## src/rtl/key_debounce_pkg.sv

```systemverilog
// Shared constants and helpers for the four-key debouncer.
// Read by key_debounce and key_debounce_bit.
package key_debounce_pkg;

    localparam int KEY_W        = 4;
    localparam int CLK_FREQ_MHZ = 50;

    // These give 20 ms of settling and a 500 ms autorepeat period at CLK_FREQ_MHZ.
    localparam int DEF_DEBOUNCE_CYCLES = 20 * 1000 * CLK_FREQ_MHZ;
    localparam int DEF_REPEAT_CYCLES   = 500 * 1000 * CLK_FREQ_MHZ;

    function automatic int cnt_width(input int debounce_cycles, input int repeat_cycles);
        int max_cycles;
        max_cycles = (debounce_cycles > repeat_cycles) ? debounce_cycles : repeat_cycles;
        return (max_cycles < 2) ? 1 : $clog2(max_cycles);
    endfunction

endpackage

```

## src/rtl/key_debounce_bit.sv

```systemverilog
// One key channel: a two-flop synchronizer, a stability counter and the accepted level.
// key_pressed is the accepted level inverted, so 1 means the button is held down.
module key_debounce_bit
    import key_debounce_pkg::*;
#(
    parameter int DEBOUNCE_CYCLES = DEF_DEBOUNCE_CYCLES,
    parameter int CNT_W           = 20
) (
    input  logic clk,
    input  logic rst_n,
    input  logic key_raw,
    output logic key_pressed
);

    localparam logic [CNT_W-1:0] CNT_LAST = CNT_W'(DEBOUNCE_CYCLES - 1);

    logic             sync_a;
    logic             sync_b;
    logic             level;
    logic [CNT_W-1:0] cnt;

    // Every flop resets to the released level, so no edge is seen after reset.
    always_ff @(posedge clk) begin
        if (!rst_n) begin
            sync_a <= 1'b1;
            sync_b <= 1'b1;
            level  <= 1'b1;
            cnt    <= '0;
        end else begin
            sync_a <= key_raw;
            sync_b <= sync_a;
            if (sync_b == level) begin
                cnt <= '0;
            end else if (cnt == CNT_LAST) begin
                level <= sync_b;
                cnt   <= '0;
            end else begin
                cnt <= cnt + 1'b1;
            end
        end
    end

    assign key_pressed = ~level;

endmodule

```

## src/rtl/key_debounce.sv

```systemverilog
// Debounces four active-low push-buttons. strobe_o pulses in the cycle key_o changes.
// Define KEY_DEBOUNCE_AUTOREPEAT_EN to get extra strobes every REPEAT_CYCLES while a key is held.
module key_debounce
    import key_debounce_pkg::*;
#(
    parameter int DEBOUNCE_CYCLES = DEF_DEBOUNCE_CYCLES,
    parameter int REPEAT_CYCLES   = DEF_REPEAT_CYCLES
) (
    input  logic             clk50m_i,
    input  logic             rst_n_i,
    input  logic [KEY_W-1:0] key_i,
    output logic [KEY_W-1:0] key_o,
    output logic             strobe_o
);

    localparam int CNT_W = cnt_width(DEBOUNCE_CYCLES, REPEAT_CYCLES);

    logic [KEY_W-1:0] key_state;
    logic [KEY_W-1:0] key_prev;
    logic             change;

    for (genvar i = 0; i < KEY_W; i++) begin : g_bit
        key_debounce_bit #(
            .DEBOUNCE_CYCLES(DEBOUNCE_CYCLES),
            .CNT_W          (CNT_W)
        ) u_bit (
            .clk        (clk50m_i),
            .rst_n      (rst_n_i),
            .key_raw    (key_i[i]),
            .key_pressed(key_state[i])
        );
    end

    // key_prev resets to the same value as key_state, so release produces no strobe.
    always_ff @(posedge clk50m_i) begin
        if (!rst_n_i) begin
            key_prev <= '0;
        end else begin
            key_prev <= key_state;
        end
    end

    // Bits that settle on the same edge show up as one combined change.
    assign change = (key_state != key_prev);

`ifdef KEY_DEBOUNCE_AUTOREPEAT_EN
    localparam logic [CNT_W-1:0] RPT_LAST = CNT_W'(REPEAT_CYCLES - 1);

    logic [CNT_W-1:0] rpt_cnt;
    logic             rpt_hit;

    assign rpt_hit = (key_state != '0) && !change && (rpt_cnt == RPT_LAST);

    always_ff @(posedge clk50m_i) begin
        if (!rst_n_i || change || (key_state == '0) || rpt_hit) begin
            rpt_cnt <= '0;
        end else begin
            rpt_cnt <= rpt_cnt + 1'b1;
        end
    end

    assign strobe_o = change | rpt_hit;
`else
    assign strobe_o = change;
`endif

    assign key_o = key_state;

endmodule

```

## config.mk

```make
export PLATFORM = sky130hd
export DESIGN_NAME = key_debounce
export DESIGN_NICKNAME = d
export VERILOG_FILES = /design/src/rtl/key_debounce_pkg.sv /design/src/rtl/key_debounce_bit.sv /design/src/rtl/key_debounce.sv
export SDC_FILE = /design/constraint.sdc
export NUM_CORES = 1
export LEC_CHECK = 0
export ABC_AREA = 1
export CAP_MARGIN = 20
export CORE_MARGIN = 10
export CORE_UTILIZATION = 34
export DETAILED_ROUTE_END_ITERATION = 10
export RECOVER_POWER = 100
export SLEW_MARGIN = 5
export SYNTH_ARGS = -nofsm -noshare
export SYNTH_HDL_FRONTEND = slang
export SYNTH_SLANG_ARGS = --single-unit
```

## constraint.sdc

```tcl
create_clock -name clk50m_i -period 4.9 [get_ports clk50m_i]
set_input_delay 0.49 -clock clk50m_i [delete_from_list [all_inputs] [get_ports clk50m_i]]
set_output_delay 0.49 -clock clk50m_i [all_outputs]
set_load 0.01 [all_outputs]
```

Word-level counts from Yosys, hierarchy flattened
Index checks and enable logic that the tools add are counted.
- register bits after elaboration: 116
- latch bits: 0
- RAM bits: 0
- ROM bits: 0
- input port bits: 6
- output and inout bits: 5
- word-level logic and storage cells: 47
- memories kept: 0
- add/sub/neg operators: 4
- $mul: 0
- div/mod/pow operators: 0
- $lt $le $gt $ge: 0
- equal/unequal tests: 9
- shift-type cells: 0
- multiplexer cells: 0
- bitwise operators: 9
- reductions and logical operators: 8
- operator list (operator ; count):
    adder 25 x 1 -> 25 bit, second input constant ; 4
    equality test 25 x 20 -> 1 bit, second input constant ; 4
    OR reduction 3 bit ; 4
    inverter 1 bit ; 9
    AND reduction 2 bit ; 4
    equality test 1 bit ; 4
    != test 4 bit ; 1

Logic depth before layout (Yosys ltp)
Gate-level depths: netlist of the first run.
- depth after elaboration: 3
- depth in mapped cells: 9
- gate-level depth less buffers: 8

Cells and area by module
From an unflattened synthesis of the first run, not the netlist that was laid out.
- cells, all modules: 943
- area total of the unflattened synthesis: 6112.1 sq um
- by module, submodules not included (module ; instances ; cells an instance ; area each (sq um)):
    key_debounce_bit ; 4 ; 227 ; 1478.9
    key_debounce ; 1 ; 35 ; 196.4

Worst setup path before layout of the first run
OpenSTA, ideal clock, no wires.
- kind: flip-flop to flip-flop
- from: reg g_bit[3].u_bit.cnt[0]
- to: reg g_bit[3].u_bit.cnt[16]
- arrival time: 1.433 ns
- required time: 4.785 ns
- slack: 3.352 ns
- stages on the path, launching flop included: 10
- period minus slack after synthesis: 1.548 ns
- path through: dfxtp_1 > ha_1 > nand3_2 > nor2_4 > inv_2 > nor2_4 > nand2_2 > nand2_4 > buf_8 > nor2_1
- word-level cells in the longest chain between the ends: 2
- elaborated cells on any way between the ends: 3
- classes of those cells: 1 x add/sub; 1 x eq/ne; 1 x reduce/logical
- RTL lines (item ; line ; text):
    start, declared ; key_debounce_bit.sv:20 ; logic [CNT_W-1:0] cnt;
    start signal, assigned ; key_debounce_bit.sv:38 ; cnt <= cnt + 1'b1;
    branches (longest 2 deep; another with adder 25 x 1 -> 25 bit) ; n/a ;
Parallel ways; which one is timed is not known.
A chain may end at the register's enable or synchronous reset.

Final worst setup path of the first run
- from: reg g_bit[3].u_bit.cnt[0]
- to: reg g_bit[3].u_bit.cnt[9]
Same word-level chain as after synthesis.

==> results of run 1 <==
==> metrics by stage <==
stage,worst slack (ns),total power [uW],util (%),cells
2_1_floorplan,3.35,984,-,893
3_3_place_gp,2.69,989,35.9,1115
3_5_place_dp,2.58,989,35.9,1115
4_1_cts,2.64,2180,39.3,1147
5_1_grt,2.05,2230,39.1,1148
6_report,2.32,2160,39.1,1148
==> flip-flops by register name, indices dropped and copies added (netlist names) <==
register / count
key_prev: 4
g_bit.u_bit.cnt: 100
g_bit.u_bit.sync_b: 4
g_bit.u_bit.sync_a: 4
g_bit.u_bit.level: 4
==> cell usage in the layout, fill, tap and decap left out, types with 6 or more instances in the layout <==
cell type,n
nand2_1,272
nor2_1,200
dfxtp_1,116
inv_1,86
nand3_1,51
a21oi_1,48
xor2_1,25
clkbuf_16,17
or2_2,15
xnor2_1,14
o21bai_1,12
nand3b_1,10
nand4_1,6
clkinv_2,6
dlygate4sd3_1,6
==> layout make-up <==
cell class | count | area (um2)
Fill cell | 1861 | 10400
Multi-Input combinational cell | 678 | 3080
Sequential cell | 116 | 2320
Clock buffer | 23 | 498
Inverter | 86 | 323
Tap cell | 225 | 282
Timing Repair Buffer | 10 | 100
Clock inverter | 9 | 76.3
Antenna cell | 1 | 2.50
==> worst register-to-register path: stages, from the launching register on <==
cell and delay, ns:
dfxtp_1 0.42, ha_1 0.30, nand3_1 0.22, nor2_1 0.31
inv_1 0.12, nor2_1 0.20, nand2_2 0.08, nand2_1 0.65
nor2_1 0.13
==> worst paths after layout <==
check,end,start,cells past startpoint
worst max-delay path,g_bit[3].u_bit.cnt[9],g_bit[3].u_bit.cnt[0],8
worst min-delay path,g_bit[3].u_bit.sync_b,g_bit[3].u_bit.sync_a,1
worst max register to register,g_bit[3].u_bit.cnt[9],g_bit[3].u_bit.cnt[0],8
worst min register to register,g_bit[3].u_bit.sync_b,g_bit[3].u_bit.sync_a,1
==> cells by family (layout without fill, tap and decap cells) <==
group	count (synthesis)	count (layout)	synth area share (%)
simple gates	567	567	40.0
compound gates	68	68	6.42
other cells	0	1	0
fa+ha+maj	4	4	0.851
buf+inv	99	128	7.46
xor+xnor	39	39	5.80
flops	116	116	39.5
==> metal layers <==
layer | wire [um] | vias up
li1 | - | 2806
met1 | 6160 | 2218
met2 | 5560 | 68
met3 | 414 | 21
met4 | 205 | 0
met5 | 0 | -
==> power breakdown <==
part | internal, uW | total [uW] | switching (uW)
Combinational | 6.91 | 17.8 | 10.9
Clock | 758 | 1190 | 431
Sequential | 948 | 950 | 2.24
Total | 1710 | 2160 | 444
==> results, run 1 <==
- The flow ran to the end, and the final reports show no timing, DRC or antenna violations.
- The cell count after synthesis is 893.
- Sorting the synthesized cells by how often they occur yields nand2_1 (268), nor2_1 (198), dfxtp_1 (116).
- The number of DRC markers in iteration 0 is 385.
- The flop and latch count out of synthesis is 116.
- The largest driver fanout on the critical path is 25.
- For this design, the CTS-stage hold fixing added 0 buffers.
- The layout-stage area growth over the synthesis result is 13.6%.
- At the pin with the least slew margin, the transition time is 0.882 ns.
- At the end of the flow, the number of nets in the layout was 919.
- Measured along the y axis, the die boundary spans 152 um.
- Yosys printed 0 warnings.
- The wire-length estimate of the detail-placed layout is 9.10 mm.
- The worst setup path category is reg -> reg.
- The total count of max-transition violations in the final report is 0.
- Derived from the worst setup path, the maximum achievable clock frequency is 0.387 GHz.
- The post-synthesis cell type with the largest combined area is dfxtp_1.
- The horizontal die dimension is 152 um.
- The type of origin of the critical path is a flop.
- After clock tree synthesis, the setup repair step added 0 buffers.
- The number of design rule violations left after detail routing is 0.
- The top-level I/O count is 11.
- The required arrival time at the worst endpoint is 5.17 ns.
- The CTS tree is done.
- The tightest slew margin relative to the limit is 41.0%.
- The first global-routing pass estimated 21.6 mm of wire.
- The clock transition at the registers of the reported paths is 0.06 ns.
- The routed layout has 5113 vias.
- The smallest clock period supported by the final layout is computed as 2.58 ns.
- The clock arrives with 0.00657 ns of skew.
- The post-route cell area is 0.00669 mm2.
- Counting every net in the synthesized netlist gives 903.
- The signal on the critical path passes through ha_1 > nand3_1 > nor2_1 > inv_1 > nor2_1 > nand2_2 > nand2_1 > nor2_1.
- The path class of the tightest hold or removal check is reg -> reg.
- The fraction of layout instances using a drive strength above 1 is 5.75%.
- Summed over all layers, the routed wires come to 12.3 mm.
- The setup TNS is 0 ns.
- Across the VDD grid, the largest voltage drop is 0.000215 V.
- The number of antenna-violating nets in the routed design is 0.
- The post-synthesis area per instance is 6.59 um2.
- Global routing consumed, over all layers together, 11.4% of the routing resources.
- The count of endpoints failing hold in the final timing report is 0.
- The number of different library cells used by synthesis comes to 28.
- STA classifies the critical path endpoint as a flop.
- The total of max-cap violations is 0.
- Setup violations remaining at the end of the flow were counted as 0.
- The post-cts sizing count is 0.
- For this configuration, the core starts out at a cell density of 34.4%.
- In this run, CTS created clock tree buffers numbering 17.
- The site row count is 48.
- The cell at the root of the clock tree is clkbuf_16.
- The mapped netlist covers 0.00588 mm2.
- The critical path's most frequent cell is nor2_1.
- Global routing used 14.4% of the available met1 tracks.
- The instance area at placement is 0.00615 mm2.
- The cell with the largest stage delay on the worst path is nand2_1.
- Setup repair after global routing left no endpoint under its margin.
- The number of vias per cell after detailed routing is 4.45.
- The count of TritonRoute iterations in the first routing pass is 5.
- The number of clock sinks is 116.
- Data on the critical path arrives at its endpoint at 2.85 ns.
- The via count of the first global-routing pass came to 4763.
- The floorplan step defined a die boundary enclosing 0.0230 mm2.
- Entering global routing, the biggest net connects 26 pins.
- Grouping stages by cell kind, the critical path spends the most delay in simple AND/OR/NAND/NOR gates.
- The later pin in the worst-skew pair is clocked with a latency of 0.41 ns.
- After synthesis, the share of flip-flops with an asynchronous set or reset is 0%.
- The worst path uses 52.7% of the clock period.
- The leakage power of the design is 0.00208 uW.
- The most numerous cell in the Yosys netlist is nand2_1.
- The power per standard cell area is 323 mW/mm2.
- The worst register-to-register path has a setup slack of 2.32 ns.
- Final hold analysis gives a worst-case slack of 0.411 ns.
- The placer congestion estimate is 0.830.
- The post-detailed-route wirelength per cell is 10.7 um.
- Global routing used 18.3% of the available met2 tracks.
- The biggest cell delay along the critical path is 0.65 ns.
- The routing usage on met3 is 2.82%.
- After synthesis, flip-flops and latches occupy 39.5% of the total area.
- The number of synthesized flops with an enable pin is 0.
- The number of antenna violations at the first check in global routing is 1.
- The fraction of synthesized cell area taken by the top area cell type is 39.5%.
- The number of buffers and inverters on the critical path is 1.
- The buffer depth of the longest clock path is 2.
- The H-tree depth is 4.
- After synthesis, the cell types taking the most area are dfxtp_1 (39%), nand2_1 (17%), nor2_1 (13%), inv_1 (5.4%), nand3_1 (4.2%).
- The placeable core region is 0.0171 mm2.
- The count of buffers inserted at the top-level ports is 10.
- In the synthesized netlist the dominant register cell turns out to be dfxtp_1.
- The total global routing overflow is 0.
- The layer flagged by global routing as most heavily used is met2.
No activity file was read; power rests on OpenSTA's default activity.
==> run 2: changes to the inputs <==
- clock period: 4.9 -> 2.2 ns (I/O delays scaled with it)
==> run 2 against run 1 <==
Largest power group unchanged. Largest cell class unchanged. Cell area increased by 1.1%. Critical path type is now reg -> out. Worst hold slack got worse by 0.046 ns. Highest routed layer unchanged. Global-route usage increased by 0.31 points. Sequential share of layout area decreased by 0.37 points. Core utilization increased by 0.42 points. Clock-buffer cell count decreased by 1. Routed wire length increased by 1.8%. Via count increased by 1.2%. Clock power increased by 140%.
==> results, run 2 (synthesized netlist as in run 1, its figures left out) <==
- The horizontal die dimension was 152 um (unchanged).
- The antenna cell count is 0 (-1).
- The height of the die is 152 um (unchanged).
- The fraction of layout instances using a drive strength above 1 is 6.39% (+0.64 points).
- The top-level I/O count is 11 (unchanged).
- The beginning of the critical path is g_bit[3].u_bit.level.
- The total count of max-transition violations in the final report is 0 (unchanged).
- The maximum clock skew at final layout was 0.00461 ns (-0.00196 ns).
- Subtracting the final worst setup slack from the clock period gives 1.92 ns.
- The number of buffers inserted during clock tree synthesis is 17 (unchanged).
- The total global routing overflow is 0 (unchanged).
- The largest driver fanout on the critical path was 6 (-76%).
- Setup repair after global routing left no endpoint under its margin.
- The area enclosed by the die boundary came to 0.0230 mm2 (unchanged).
- STA classifies the critical path startpoint as a flop.
- The worst voltage drop across the vdd grid was 0.000406 V (+89%).
- The worst endpoint data arrival time was 1.70 ns (-1.15 ns).
- The kind of cell with the highest combined delay on the critical path is buffers and inverters.
- The startpoint identified for the worst register-to-register timing path is g_bit[3].u_bit.cnt[0].
- The hold slack is 0.365 ns (-0.0455 ns).
- The clock transition at the registers of the reported paths is 0.05 ns (about the same).
- The buffers inserted during post-CTS setup optimization was 0 (unchanged).
- The required arrival time at the worst endpoint came to 1.98 ns (-3.19 ns).
- The count of buffers inserted at the top-level ports is 10 (unchanged).
- The final cell count without fillers is 1149 (+0.087%).
- Ranked by flip-flop count, first place goes to g_bit.u_bit.cnt.
- The flow ran to the end, and the final reports show no timing, DRC or antenna violations.
- The biggest cell delay along the critical path is 0.51 ns (-0.14 ns).
- By startpoint and endpoint, the worst setup path is classified as reg -> out.
- The worst hold path belongs to the class in -> reg.
- The number of antenna-violating nets in the routed design is 0 (unchanged).
- The wire length after detailed routing is 12.6 mm (+1.8%).
- Leaving out fill and tap cells, the most frequent cells in the layout are nand2_1 (268), nor2_1 (200), dfxtp_1 (116), inv_1 (85), nand3_1 (51).
- The placer congestion estimate was 0.845 (+1.8%).
- The first-pass GRT wire length came to 22.1 mm (+2.4%).
- Timing would allow up to 0.520 GHz.
- The total number of vias is 5176 (+1.2%).
- The post-route cell area is 0.00676 mm2 (+1.1%).
- The number of hold buffers added after cts was 0 (unchanged).
- The post-cts sizing count is 0 (unchanged).
- The layout net count is 921 (+0.22%).
- The setup TNS is 0 ns (unchanged).
- The overall power is 5030 uW (+130%).
- CTS placed an instance of clkbuf_16 at the clock tree root.
- The total of max-cap violations is 0 (unchanged).
- The number of buffer and inverter instances along the worst setup path is 1 (unchanged).
- The final setup violation count is 0 (unchanged).
- The site row count is 48 (unchanged).
- The buffer depth of the longest clock path was 2 (unchanged).
- The via count of the first global-routing pass came to 4895 (+2.8%).
- The number of vias per cell after detailed routing is 4.50 (+1.1%).
- The number of design rule violations left after detail routing is 0 (unchanged).
- After layout, the worst path uses 87.5% of the clock period.
- The maximum number of pins on one net before global-route repair is 26 (unchanged).
- The instance area at placement is 0.00616 mm2 (+0.24%).
- The count of endpoints failing hold in the final timing report is 0 (unchanged).
- The most common library cell in the layout ignoring fill and taps is nand2_1.
- The count of TritonRoute iterations in the first routing pass was 5 (unchanged).
- The placeable core region is 0.0171 mm2 (unchanged).
- The flip-flop count of the largest register after layout is 100 (unchanged).
- The power per standard cell area was 744 mW/mm2 (+130%).
- The number of DRC markers in iteration 0 is 300 (-22%).
- The startpoint identified for the worst hold timing path is key_i[2].
- The leakage power of the design is 0.00210 uW (+1.1%).
- The CTS tree is done.
- The number of clock sinks is 116 (unchanged).
- The H-tree depth is 4 (unchanged).
- The post-placement cell count was 1117 (+0.18%).
- The initial cell density of the core is 34.4% (unchanged).
- The number of antenna violations at the first check in global routing was 0 (-1).
- The layout-stage area growth over the synthesis result is 14.8%.
- The slew at the pin with the worst max-slew slack was 0.494 ns (-0.388 ns).
- The total half-perimeter wirelength after legalization and detailed placement is 9.06 mm (-0.42%).
- The critical path goes through xor2_1 > nand4_1 > clkdlybuf4s50_1.
- The clock network latency to the later pin of the worst-skew pair was 0.42 ns (about the same).
- The worst setup path is captured at an output pin.
- The post-detailed-route wirelength per cell is 10.9 um (+1.7%).
- The tightest slew margin relative to the limit was 66.9% (+26 points).
- The cell with the largest stage delay on the worst path is clkdlybuf4s50_1.
- The total routing usage reported by global routing is 11.7% (+0.31 points).
-- run 2: worst paths after layout --
path / end / slack, ns / cells after the start
min reg2reg: g_bit[2].u_bit.sync_b / 0.41 / 1
max: strobe_o / 0.28 / 3
max reg2reg: g_bit[3].u_bit.cnt[16] / 0.33 / 8
min: g_bit[2].u_bit.sync_a / 0.37 / 2
-- run 2: per-stage QoR --
step	worst slack, ns	util [%]
finish	0.276	39.5
global route	0.0904	39.5
CTS	0.218	39.6
detailed placement	0.378	36.0
global placement	0.397	36.0
floorplan	0.652	-
-- run 2: cell type report --
type | instances | area [um2]
clock buffers | 22 | 484
clock inverters | 10 | 128
inverters | 86 | 323
fillers | 1800 | 10400
flip-flops and latches | 116 | 2320
well taps | 225 | 282
repair buffers | 12 | 111
multi-input cells | 678 | 3110
-- run 2: per-layer routing --
metal  GRT usage (%)  up-vias  wire length (um)
met1            14.5     2283              6260
met2            18.9       68              5680
met4            5.39        0               232
li1                -     2804                 -
met3            2.88       21               384
met5               0        -                 0
-- run 2: power by group --
| part | internal [uW] | switching, uW |
|---|---|---|
| registers | 2110 | 4.90 |
| logic | 17.5 | 26.2 |
| clock network | 1890 | 981 |
| total | 4010 | 1010 |
==> run 3: changes to the inputs <==
- SKIP_LAST_GASP: unset -> 1
==> results of run 3 <==
The final DEF is identical to that of run 2; final timing and power are the same.
